**src/rtl/wb_copy_pkg.sv**
```systemverilog
// wb_copy_pkg: shared constants and state encoding for the wb_copy_master
// DMA copy engine.
//   CTI_CLASSIC / CTI_INCR / CTI_EOB : Wishbone B4 cycle type identifiers
//   BTE_LINEAR                       : linear burst type
//   state_e                          : copy engine control states
package wb_copy_pkg;

    localparam logic [2:0] CTI_CLASSIC = 3'b000;
    localparam logic [2:0] CTI_INCR    = 3'b010;
    localparam logic [2:0] CTI_EOB     = 3'b111;
    localparam logic [1:0] BTE_LINEAR  = 2'b00;

    typedef enum logic [1:0] {
        ST_IDLE = 2'b00,
        ST_RD   = 2'b01,
        ST_WR   = 2'b10,
        ST_DONE = 2'b11
    } state_e;

endpackage

```
**src/rtl/wb_copy_fifo.sv**
```systemverilog
// wb_copy_fifo: DEPTH x 32-bit synchronous FIFO with show-ahead output.
// dout is a register that always holds the head word whenever the FIFO is
// not empty, so it can drive a bus output directly.
// Ports:
//   clk, rstn      : clock, asynchronous active-low reset
//   flush          : synchronous clear of all contents
//   push, din      : write request and data (ignored when full)
//   pop            : drop the head word (ignored when empty)
//   dout           : head word (registered)
//   empty, full    : occupancy flags
module wb_copy_fifo #(
    parameter int DEPTH = 16
) (
    input  logic        clk,
    input  logic        rstn,
    input  logic        flush,
    input  logic        push,
    input  logic [31:0] din,
    input  logic        pop,
    output logic [31:0] dout,
    output logic        empty,
    output logic        full
);

    localparam int AW = $clog2(DEPTH);

    logic [31:0]   mem_r [DEPTH];
    logic [AW-1:0] wr_ptr_r;
    logic [AW-1:0] rd_ptr_r;
    logic [AW-1:0] rd_nxt_s;
    logic [AW:0]   count_r;
    logic [31:0]   dout_r;
    logic          push_ok_s;
    logic          pop_ok_s;

    assign empty     = (count_r == {(AW+1){1'b0}});
    assign full      = (count_r == (AW+1)'(DEPTH));
    assign push_ok_s = push & ~full;
    assign pop_ok_s  = pop & ~empty;
    assign rd_nxt_s  = rd_ptr_r + AW'(1);
    assign dout      = dout_r;

    // Storage array; contents are don't-care until written.
    always_ff @(posedge clk) begin
        if (push_ok_s && !flush) begin
            mem_r[wr_ptr_r] <= din;
        end
    end

    // Pointers, occupancy and the registered head word.
    always_ff @(posedge clk or negedge rstn) begin
        if (!rstn) begin
            wr_ptr_r <= {AW{1'b0}};
            rd_ptr_r <= {AW{1'b0}};
            count_r  <= {(AW+1){1'b0}};
            dout_r   <= 32'h0000_0000;
        end else if (flush) begin
            wr_ptr_r <= {AW{1'b0}};
            rd_ptr_r <= {AW{1'b0}};
            count_r  <= {(AW+1){1'b0}};
            dout_r   <= 32'h0000_0000;
        end else begin
            if (push_ok_s) begin
                wr_ptr_r <= wr_ptr_r + AW'(1);
            end
            if (pop_ok_s) begin
                rd_ptr_r <= rd_nxt_s;
            end
            case ({push_ok_s, pop_ok_s})
                2'b10:   count_r <= count_r + (AW+1)'(1);
                2'b01:   count_r <= count_r - (AW+1)'(1);
                default: count_r <= count_r;
            endcase
            // Head moves to the next stored word on pop; a push into an
            // empty (or emptying) FIFO becomes the head immediately.
            if (pop_ok_s) begin
                if (count_r > (AW+1)'(1)) begin
                    dout_r <= mem_r[rd_nxt_s];
                end else if (push_ok_s) begin
                    dout_r <= din;
                end
            end else if (push_ok_s && empty) begin
                dout_r <= din;
            end
        end
    end

endmodule

```
**src/rtl/wb_copy_master.sv**
```systemverilog
// wb_copy_master: Wishbone B4 initiator that copies a block of 32-bit words
// from a source to a destination address, chunk by chunk through a local
// buffer (read up to DEPTH words, then write them out, repeat).
// Build option: define WB_COPY_BURST_EN to issue incrementing bursts
// (CTI 3'b010, last beat of each phase 3'b111); otherwise classic cycles.
// Ports:
//   clk, rstn                 : clock, asynchronous active-low reset
//   i_cmd_valid/o_cmd_ready   : command handshake (ready only when idle)
//   i_cmd_src/dst/len         : byte addresses (low 2 bits ignored), words
//   o_busy, o_done, o_err     : status; done is a 1-cycle pulse, err sticky
//   o_wb_*                    : registered Wishbone master outputs
//   i_wb_rdt/ack/err          : Wishbone slave responses
module wb_copy_master
    import wb_copy_pkg::*;
#(
    parameter int DEPTH = 16,
    parameter int LEN_W = 16
) (
    input  logic             clk,
    input  logic             rstn,
    input  logic             i_cmd_valid,
    output logic             o_cmd_ready,
    input  logic [31:0]      i_cmd_src,
    input  logic [31:0]      i_cmd_dst,
    input  logic [LEN_W-1:0] i_cmd_len,
    output logic             o_busy,
    output logic             o_done,
    output logic             o_err,
    output logic [31:0]      o_wb_adr,
    output logic [31:0]      o_wb_dat,
    output logic [3:0]       o_wb_sel,
    output logic             o_wb_we,
    output logic             o_wb_cyc,
    output logic             o_wb_stb,
    output logic [2:0]       o_wb_cti,
    output logic [1:0]       o_wb_bte,
    input  logic [31:0]      i_wb_rdt,
    input  logic             i_wb_ack,
    input  logic             i_wb_err
);

    localparam int CW = $clog2(DEPTH) + 1;

    state_e           state_r, state_nx;
    logic [31:0]      src_r, src_nx;
    logic [31:0]      dst_r, dst_nx;
    logic [31:0]      adr_r, adr_nx;
    logic [LEN_W-1:0] rem_r, rem_nx;
    logic [CW-1:0]    beat_r, beat_nx;
    logic [CW-1:0]    chunk_r, chunk_nx;
    logic             cyc_r, cyc_nx;
    logic             we_r, we_nx;
    logic             err_r, err_nx;
    logic             done_r, done_nx;
    logic             busy_r, busy_nx;
    logic             ready_r, ready_nx;
    logic [2:0]       cti_r, cti_nx;
    logic [3:0]       sel_r, sel_nx;

    logic             push_s, pop_s, flush_s;
    logic             ack_s, berr_s;
    logic [2:0]       cti_launch_s, cti_next_s;
    logic [31:0]      fifo_dout_s;
    logic             fifo_empty_s, fifo_full_s;
    logic             unused_s;

    // Chunk length is the remaining count capped at the buffer depth.
    function automatic logic [CW-1:0] chunk_of(input logic [LEN_W-1:0] words);
        if (words >= LEN_W'(DEPTH)) begin
            chunk_of = CW'(DEPTH);
        end else begin
            chunk_of = CW'(words);
        end
    endfunction

    // stb mirrors cyc, so responses only count while our cycle is open.
    // An err wins over a simultaneous ack.
    assign ack_s  = i_wb_ack & cyc_r & ~i_wb_err;
    assign berr_s = i_wb_err & cyc_r;

`ifdef WB_COPY_BURST_EN
    assign cti_launch_s = (beat_r == CW'(1)) ? CTI_EOB : CTI_INCR;
    assign cti_next_s   = (beat_r == CW'(2)) ? CTI_EOB : CTI_INCR;
`else
    assign cti_launch_s = CTI_CLASSIC;
    assign cti_next_s   = CTI_CLASSIC;
`endif

    assign unused_s = ^{i_cmd_src[1:0], i_cmd_dst[1:0], fifo_empty_s, fifo_full_s};

    wb_copy_fifo #(.DEPTH(DEPTH)) u_fifo (
        .clk   (clk),
        .rstn  (rstn),
        .flush (flush_s),
        .push  (push_s),
        .din   (i_wb_rdt),
        .pop   (pop_s),
        .dout  (fifo_dout_s),
        .empty (fifo_empty_s),
        .full  (fifo_full_s)
    );

    // Next-state and next-output logic. Each phase opens its cycle one clock
    // after it is entered, which leaves the mandatory cyc-low gap between
    // the read and write phases.
    always_comb begin
        state_nx = state_r;
        src_nx   = src_r;
        dst_nx   = dst_r;
        adr_nx   = adr_r;
        rem_nx   = rem_r;
        beat_nx  = beat_r;
        chunk_nx = chunk_r;
        cyc_nx   = cyc_r;
        we_nx    = we_r;
        err_nx   = err_r;
        cti_nx   = cti_r;
        done_nx  = 1'b0;
        push_s   = 1'b0;
        pop_s    = 1'b0;
        flush_s  = 1'b0;

        case (state_r)
            ST_IDLE: begin
                if (i_cmd_valid && ready_r) begin
                    src_nx = {i_cmd_src[31:2], 2'b00};
                    dst_nx = {i_cmd_dst[31:2], 2'b00};
                    rem_nx = i_cmd_len;
                    err_nx = 1'b0;
                    if (i_cmd_len == {LEN_W{1'b0}}) begin
                        state_nx = ST_DONE;
                    end else begin
                        state_nx = ST_RD;
                        chunk_nx = chunk_of(i_cmd_len);
                        beat_nx  = chunk_of(i_cmd_len);
                    end
                end else begin
                    state_nx = ST_IDLE;
                end
            end

            ST_RD: begin
                if (!cyc_r) begin
                    cyc_nx = 1'b1;
                    we_nx  = 1'b0;
                    adr_nx = src_r;
                    cti_nx = cti_launch_s;
                end else if (berr_s) begin
                    cyc_nx   = 1'b0;
                    we_nx    = 1'b0;
                    cti_nx   = CTI_CLASSIC;
                    err_nx   = 1'b1;
                    flush_s  = 1'b1;
                    state_nx = ST_DONE;
                end else if (ack_s) begin
                    push_s  = 1'b1;
                    src_nx  = src_r + 32'd4;
                    adr_nx  = src_r + 32'd4;
                    beat_nx = beat_r - CW'(1);
                    cti_nx  = cti_next_s;
                    if (beat_r == CW'(1)) begin
                        cyc_nx   = 1'b0;
                        cti_nx   = CTI_CLASSIC;
                        beat_nx  = chunk_r;
                        state_nx = ST_WR;
                    end else begin
                        state_nx = ST_RD;
                    end
                end else begin
                    state_nx = ST_RD;
                end
            end

            ST_WR: begin
                if (!cyc_r) begin
                    cyc_nx = 1'b1;
                    we_nx  = 1'b1;
                    adr_nx = dst_r;
                    cti_nx = cti_launch_s;
                end else if (berr_s) begin
                    cyc_nx   = 1'b0;
                    we_nx    = 1'b0;
                    cti_nx   = CTI_CLASSIC;
                    err_nx   = 1'b1;
                    flush_s  = 1'b1;
                    state_nx = ST_DONE;
                end else if (ack_s) begin
                    pop_s   = 1'b1;
                    dst_nx  = dst_r + 32'd4;
                    adr_nx  = dst_r + 32'd4;
                    rem_nx  = rem_r - LEN_W'(1);
                    beat_nx = beat_r - CW'(1);
                    cti_nx  = cti_next_s;
                    if (beat_r == CW'(1)) begin
                        cyc_nx = 1'b0;
                        we_nx  = 1'b0;
                        cti_nx = CTI_CLASSIC;
                        if (rem_r == LEN_W'(1)) begin
                            state_nx = ST_DONE;
                        end else begin
                            state_nx = ST_RD;
                            chunk_nx = chunk_of(rem_r - LEN_W'(1));
                            beat_nx  = chunk_of(rem_r - LEN_W'(1));
                        end
                    end else begin
                        state_nx = ST_WR;
                    end
                end else begin
                    state_nx = ST_WR;
                end
            end

            ST_DONE: begin
                done_nx  = 1'b1;
                state_nx = ST_IDLE;
            end

            default: begin
                state_nx = ST_IDLE;
                cyc_nx   = 1'b0;
                flush_s  = 1'b1;
            end
        endcase

        sel_nx   = cyc_nx ? 4'hF : 4'h0;
        busy_nx  = (state_nx != ST_IDLE);
        ready_nx = (state_nx == ST_IDLE);
    end

    // State and registered-output update.
    always_ff @(posedge clk or negedge rstn) begin
        if (!rstn) begin
            state_r <= ST_IDLE;
            src_r   <= 32'h0000_0000;
            dst_r   <= 32'h0000_0000;
            adr_r   <= 32'h0000_0000;
            rem_r   <= {LEN_W{1'b0}};
            beat_r  <= {CW{1'b0}};
            chunk_r <= {CW{1'b0}};
            cyc_r   <= 1'b0;
            we_r    <= 1'b0;
            err_r   <= 1'b0;
            done_r  <= 1'b0;
            busy_r  <= 1'b0;
            ready_r <= 1'b1;
            cti_r   <= CTI_CLASSIC;
            sel_r   <= 4'h0;
        end else begin
            state_r <= state_nx;
            src_r   <= src_nx;
            dst_r   <= dst_nx;
            adr_r   <= adr_nx;
            rem_r   <= rem_nx;
            beat_r  <= beat_nx;
            chunk_r <= chunk_nx;
            cyc_r   <= cyc_nx;
            we_r    <= we_nx;
            err_r   <= err_nx;
            done_r  <= done_nx;
            busy_r  <= busy_nx;
            ready_r <= ready_nx;
            cti_r   <= cti_nx;
            sel_r   <= sel_nx;
        end
    end

    assign o_cmd_ready = ready_r;
    assign o_busy      = busy_r;
    assign o_done      = done_r;
    assign o_err       = err_r;
    assign o_wb_adr    = adr_r;
    assign o_wb_dat    = fifo_dout_s;
    assign o_wb_sel    = sel_r;
    assign o_wb_we     = we_r;
    assign o_wb_cyc    = cyc_r;
    assign o_wb_stb    = cyc_r;
    assign o_wb_cti    = cti_r;
    assign o_wb_bte    = BTE_LINEAR;

endmodule
```
**config.mk**
```make
export PLATFORM = sky130hd
export DESIGN_NAME = wb_copy_master
export DESIGN_NICKNAME = d
export VERILOG_FILES = /design/src/rtl/wb_copy_pkg.sv /design/src/rtl/wb_copy_fifo.sv /design/src/rtl/wb_copy_master.sv
export SDC_FILE = /design/constraint.sdc
export NUM_CORES = 1
export LEC_CHECK = 0
export CAP_MARGIN = 20
export CORE_ASPECT_RATIO = 1.1
export CORE_MARGIN = 4
export CORE_UTILIZATION = 50
export DETAILED_ROUTE_END_ITERATION = 12
export PLACE_DENSITY_LB_ADDON = 0.15
export SLEW_MARGIN = 20
export SYNTH_ARGS = -nofsm -noshare
export SYNTH_HDL_FRONTEND = slang
export SYNTH_SLANG_ARGS = --single-unit
```
**constraint.sdc**
```tcl
create_clock -name clk -period 2.7 [get_ports clk]
set_clock_uncertainty 0.05 [all_clocks]
set_input_delay 0.27 -clock clk [delete_from_list [all_inputs] [get_ports clk]]
set_output_delay 0.27 -clock clk [all_outputs]
set_load 0.05 [all_outputs]
```
==> flow_metrics.env <==
export IMPL_status="finished, final reports clean"
export IMPL_syn_to_final_growth_pct=20.3
export IMPL_drv_cap=0
export IMPL_antennaDiodeCount=0
export IMPL_yosysWarnings=0
export IMPL_drc_errors=0
export IMPL_path_depth=8
export IMPL_grt_pass1_wl_um=121000
export IMPL_std_cell_rows=94
export IMPL_arrival_ns=2.97
export IMPL_drive_gt1_share_pct=18.8
export IMPL_worst_pin_slew_ns=0.818
export IMPL_hold_violations=0
export IMPL_slew_headroom_pct=45.5
export IMPL_viasPerCell=6.08
export IMPL_dr_pass1_iters=5
export IMPL_r2r_cells=8
export IMPL_worst_path_largest_cell_delay_ns=0.50
export IMPL_hpwl_um=48100
export IMPL_endpoint_kind="register"
export IMPL_hold_class="in2async"
export IMPL_vias=20000
export IMPL_place_congestion=0.899
export IMPL_fin_crit_sh_pct=94.1
export IMPL_ys_flop_type="edfxtp_1"
export IMPL_ios=197
export IMPL_final_nets=2545
export IMPL_path_clk_slew_ns=0.06
export IMPL_antenna_left=0
export IMPL_antenna_found_initial=2
export IMPL_ys_seq_area_share_pct=64.1
export IMPL_die_area_sq_mm=0.0652
export IMPL_rsz0062_at_grt="no"
export IMPL_ys_ff_latch=681
export IMPL_die_h_um=267
export IMPL_worst_endpoint_required_ns=3.13
export IMPL_cts_root_buffer="clkbuf_16"
export IMPL_synthCells=2180
export IMPL_crit_chain="inv_1, ha_1, or4b_4, nand3_2, o22ai_1, a22o_4, buf_4, a221o_2"
export IMPL_initial_core_util_pct=50.8
export IMPL_portBuffers=185
export IMPL_slew_violations=0
export IMPL_yosysUniqueCellTypes=91
export IMPL_htree_num_levels=3
export IMPL_r2r_start="u_fifo.count_r[1]$_DFFE_PN0P_"
export IMPL_cts_buffers=72
export IMPL_clockBufferDepth=3
export IMPL_p_total_mw=36.0
export IMPL_die_w_um=244
export IMPL_wl_um=78200
export IMPL_netlist_area_sq_mm=0.0306
export IMPL_synth_edff_count=512
export IMPL_grt_max_degree=66
export IMPL_period_minus_slack_ns=2.54
export IMPL_max_freq_ghz=0.394
export IMPL_grt_overflow=0
export IMPL_grt_pass1_vias=19900
export IMPL_fin_setup_tns_ns=0
export IMPL_setup_slack_ns=0.159
export IMPL_path_buf_inv=2
export IMPL_cts_tree="built"
export IMPL_finalSetupViolations=0
export IMPL_powerDensity_mw_per_mm2=978
export IMPL_dp_slack_ns=-0.0496
export IMPL_cp_slowest_cell="or4b_4"
export IMPL_core_sq_mm=0.0602
export IMPL_path_delay_family="compound AO/OA/AOI/OAI gates"
export IMPL_crit_path_max_fanout=18
export IMPL_leakage_nw=12.7
export IMPL_async_flop_share_pct=24.8
export IMPL_final_cell_mix="edfxtp_1 (512), nand2_1 (246), clkdlybuf4s50_1 (178), dfrtp_1 (167), mux4_2 (133)"
export IMPL_syn_area_per_cell_sq_um=14.0
export IMPL_cts_sinks=681
export IMPL_n_fill_cell=4634
export IMPL_grt_util_all_layers_pct=24.0
export IMPL_ir_drop_uv=610
export IMPL_criticalPathCategory="reg2reg"
export IMPL_hold_slack_ns=0.153
export IMPL_r2r_setup_slack_ns=0.16
export IMPL_utilization_pct=61.1
export IMPL_final_common_cell="edfxtp_1"
export IMPL_worst_r2r_endpoint="u_fifo.dout[15]$_DFFE_PN0P_"
export IMPL_crit_path_start_kind="register"
export IMPL_clock_latency_ns=0.61
export IMPL_wl_per_cell_um=23.8
export IMPL_drt_iter0_drc=1864
[layer usage]
metal  share of wire (%)  vias to the layer above  global-route usage, %
met4                 2.2                        4                   7.20
li1                    -                     8950                      -
met3                 6.0                      121                   3.55
met1                  42                    10200                   33.2
met5               0.028                        -                      0
met2                  50                      708                   39.9
[state kept, by name, indices dropped and copies added, names as in the netlist]
signal,flops
beat_r,5
chunk_r,5
dst_r,30
o_busy,1
o_cmd_ready,1
o_done,1
o_err,1
o_wb_adr,30
o_wb_sel,1
o_wb_we,1
rem_r,16
src_r,30
state_r,2
u_fifo.count_r,5
u_fifo.dout,32
u_fifo.mem_r,512
u_fifo.rd_ptr_r,4
u_fifo.wr_ptr_r,4
[report_power, final]
part	leakage, nW	internal, mW	switching [mW]	total, mW
Combinational	4.90	4.87	7.03	11.9
Clock	1.16	5.81	4.15	9.96
Sequential	6.64	12.6	1.55	14.1
Total	12.7	23.2	12.7	36.0
[how the worst max path moves through the flow]
stage                                             start                             to  slack (ns)
after CTS                          state_r[1]$_DFF_PN0_  u_fifo.mem_r[1][16]$_DFFE_PP_        0.08
final                     u_fifo.count_r[1]$_DFFE_PN0P_    u_fifo.dout[15]$_DFFE_PN0P_        0.16
after detailed placement                       i_wb_ack  u_fifo.mem_r[1][17]$_DFFE_PP_       -0.05
after global placement                         i_wb_ack  u_fifo.mem_r[3][17]$_DFFE_PP_        0.08
after global routing      u_fifo.count_r[1]$_DFFE_PN0P_    u_fifo.dout[15]$_DFFE_PN0P_        0.04
after floorplan                 o_wb_sel[2]$_DFFE_PN0N_  u_fifo.mem_r[11][0]$_DFFE_PP_        0.03
[synth_stat cells (15+ instances only)]
master	instances	area, sq um
o22ai_1	54	338
a21oi_1	96	480
mux4_2	133	3000
xnor2_1	19	166
nand2_1	246	923
a221o_2	29	327
a31oi_1	18	113
a22oi_1	19	143
mux2i_1	24	240
ha_1	18	225
and2_1	32	200
and3_1	52	325
nand3b_1	36	270
nand4_1	29	181
dfrtp_1	168	4200
inv_1	28	105
buf_2	38	190
clkbuf_1	90	338
nor2_1	89	334
xor2_1	25	219
nand3_1	99	495
edfxtp_1	512	15400
nor3_1	31	155
nor4_1	15	93.8
o21ai_0	83	415
[what timing repair did]
item | in CTS | in global routing
hold buffers | 1 | 0
hold endpoints to repair | 77 | 0
endpoints found under the setup margin | 0 | 157
gates resized for setup | 0 | 3
setup buffers | 0 | 0
[kinds of logic after synthesis]
kind of cell	Yosys count	synth area share (%)
XOR/XNOR	44	1.26
buffers and inverters	191	2.84
AND/OR/NAND/NOR	687	11.5
flip-flops	681	64.1
AO/OA/AOI/OAI	397	8.84
multiplexers	161	10.7
other	1	0.0123
adder cells (fa/ha/maj)	18	0.736
[cell type report]
| class | count | area, sq um | area share, % |
|---|---|---|---|
| tap | 816 | 1020 | 2.78 |
| clock buffer | 84 | 1880 | 5.11 |
| timing repair buffer | 312 | 3410 | 9.27 |
| sequential | 681 | 19600 | 53.3 |
| clock inverter | 49 | 500 | 1.36 |
| multi-input combinational | 1314 | 10300 | 27.9 |
| inverter | 29 | 109 | 0.296 |
[per-stage QoR]
stage	instances	cell area, sq um
after floorplan	2186	30600
after global placement	3151	34400
after detailed placement	3151	34400
after CTS	3285	36800
after global routing	3285	36800
final	3285	36800
Power figures use the tool's default switching activity.
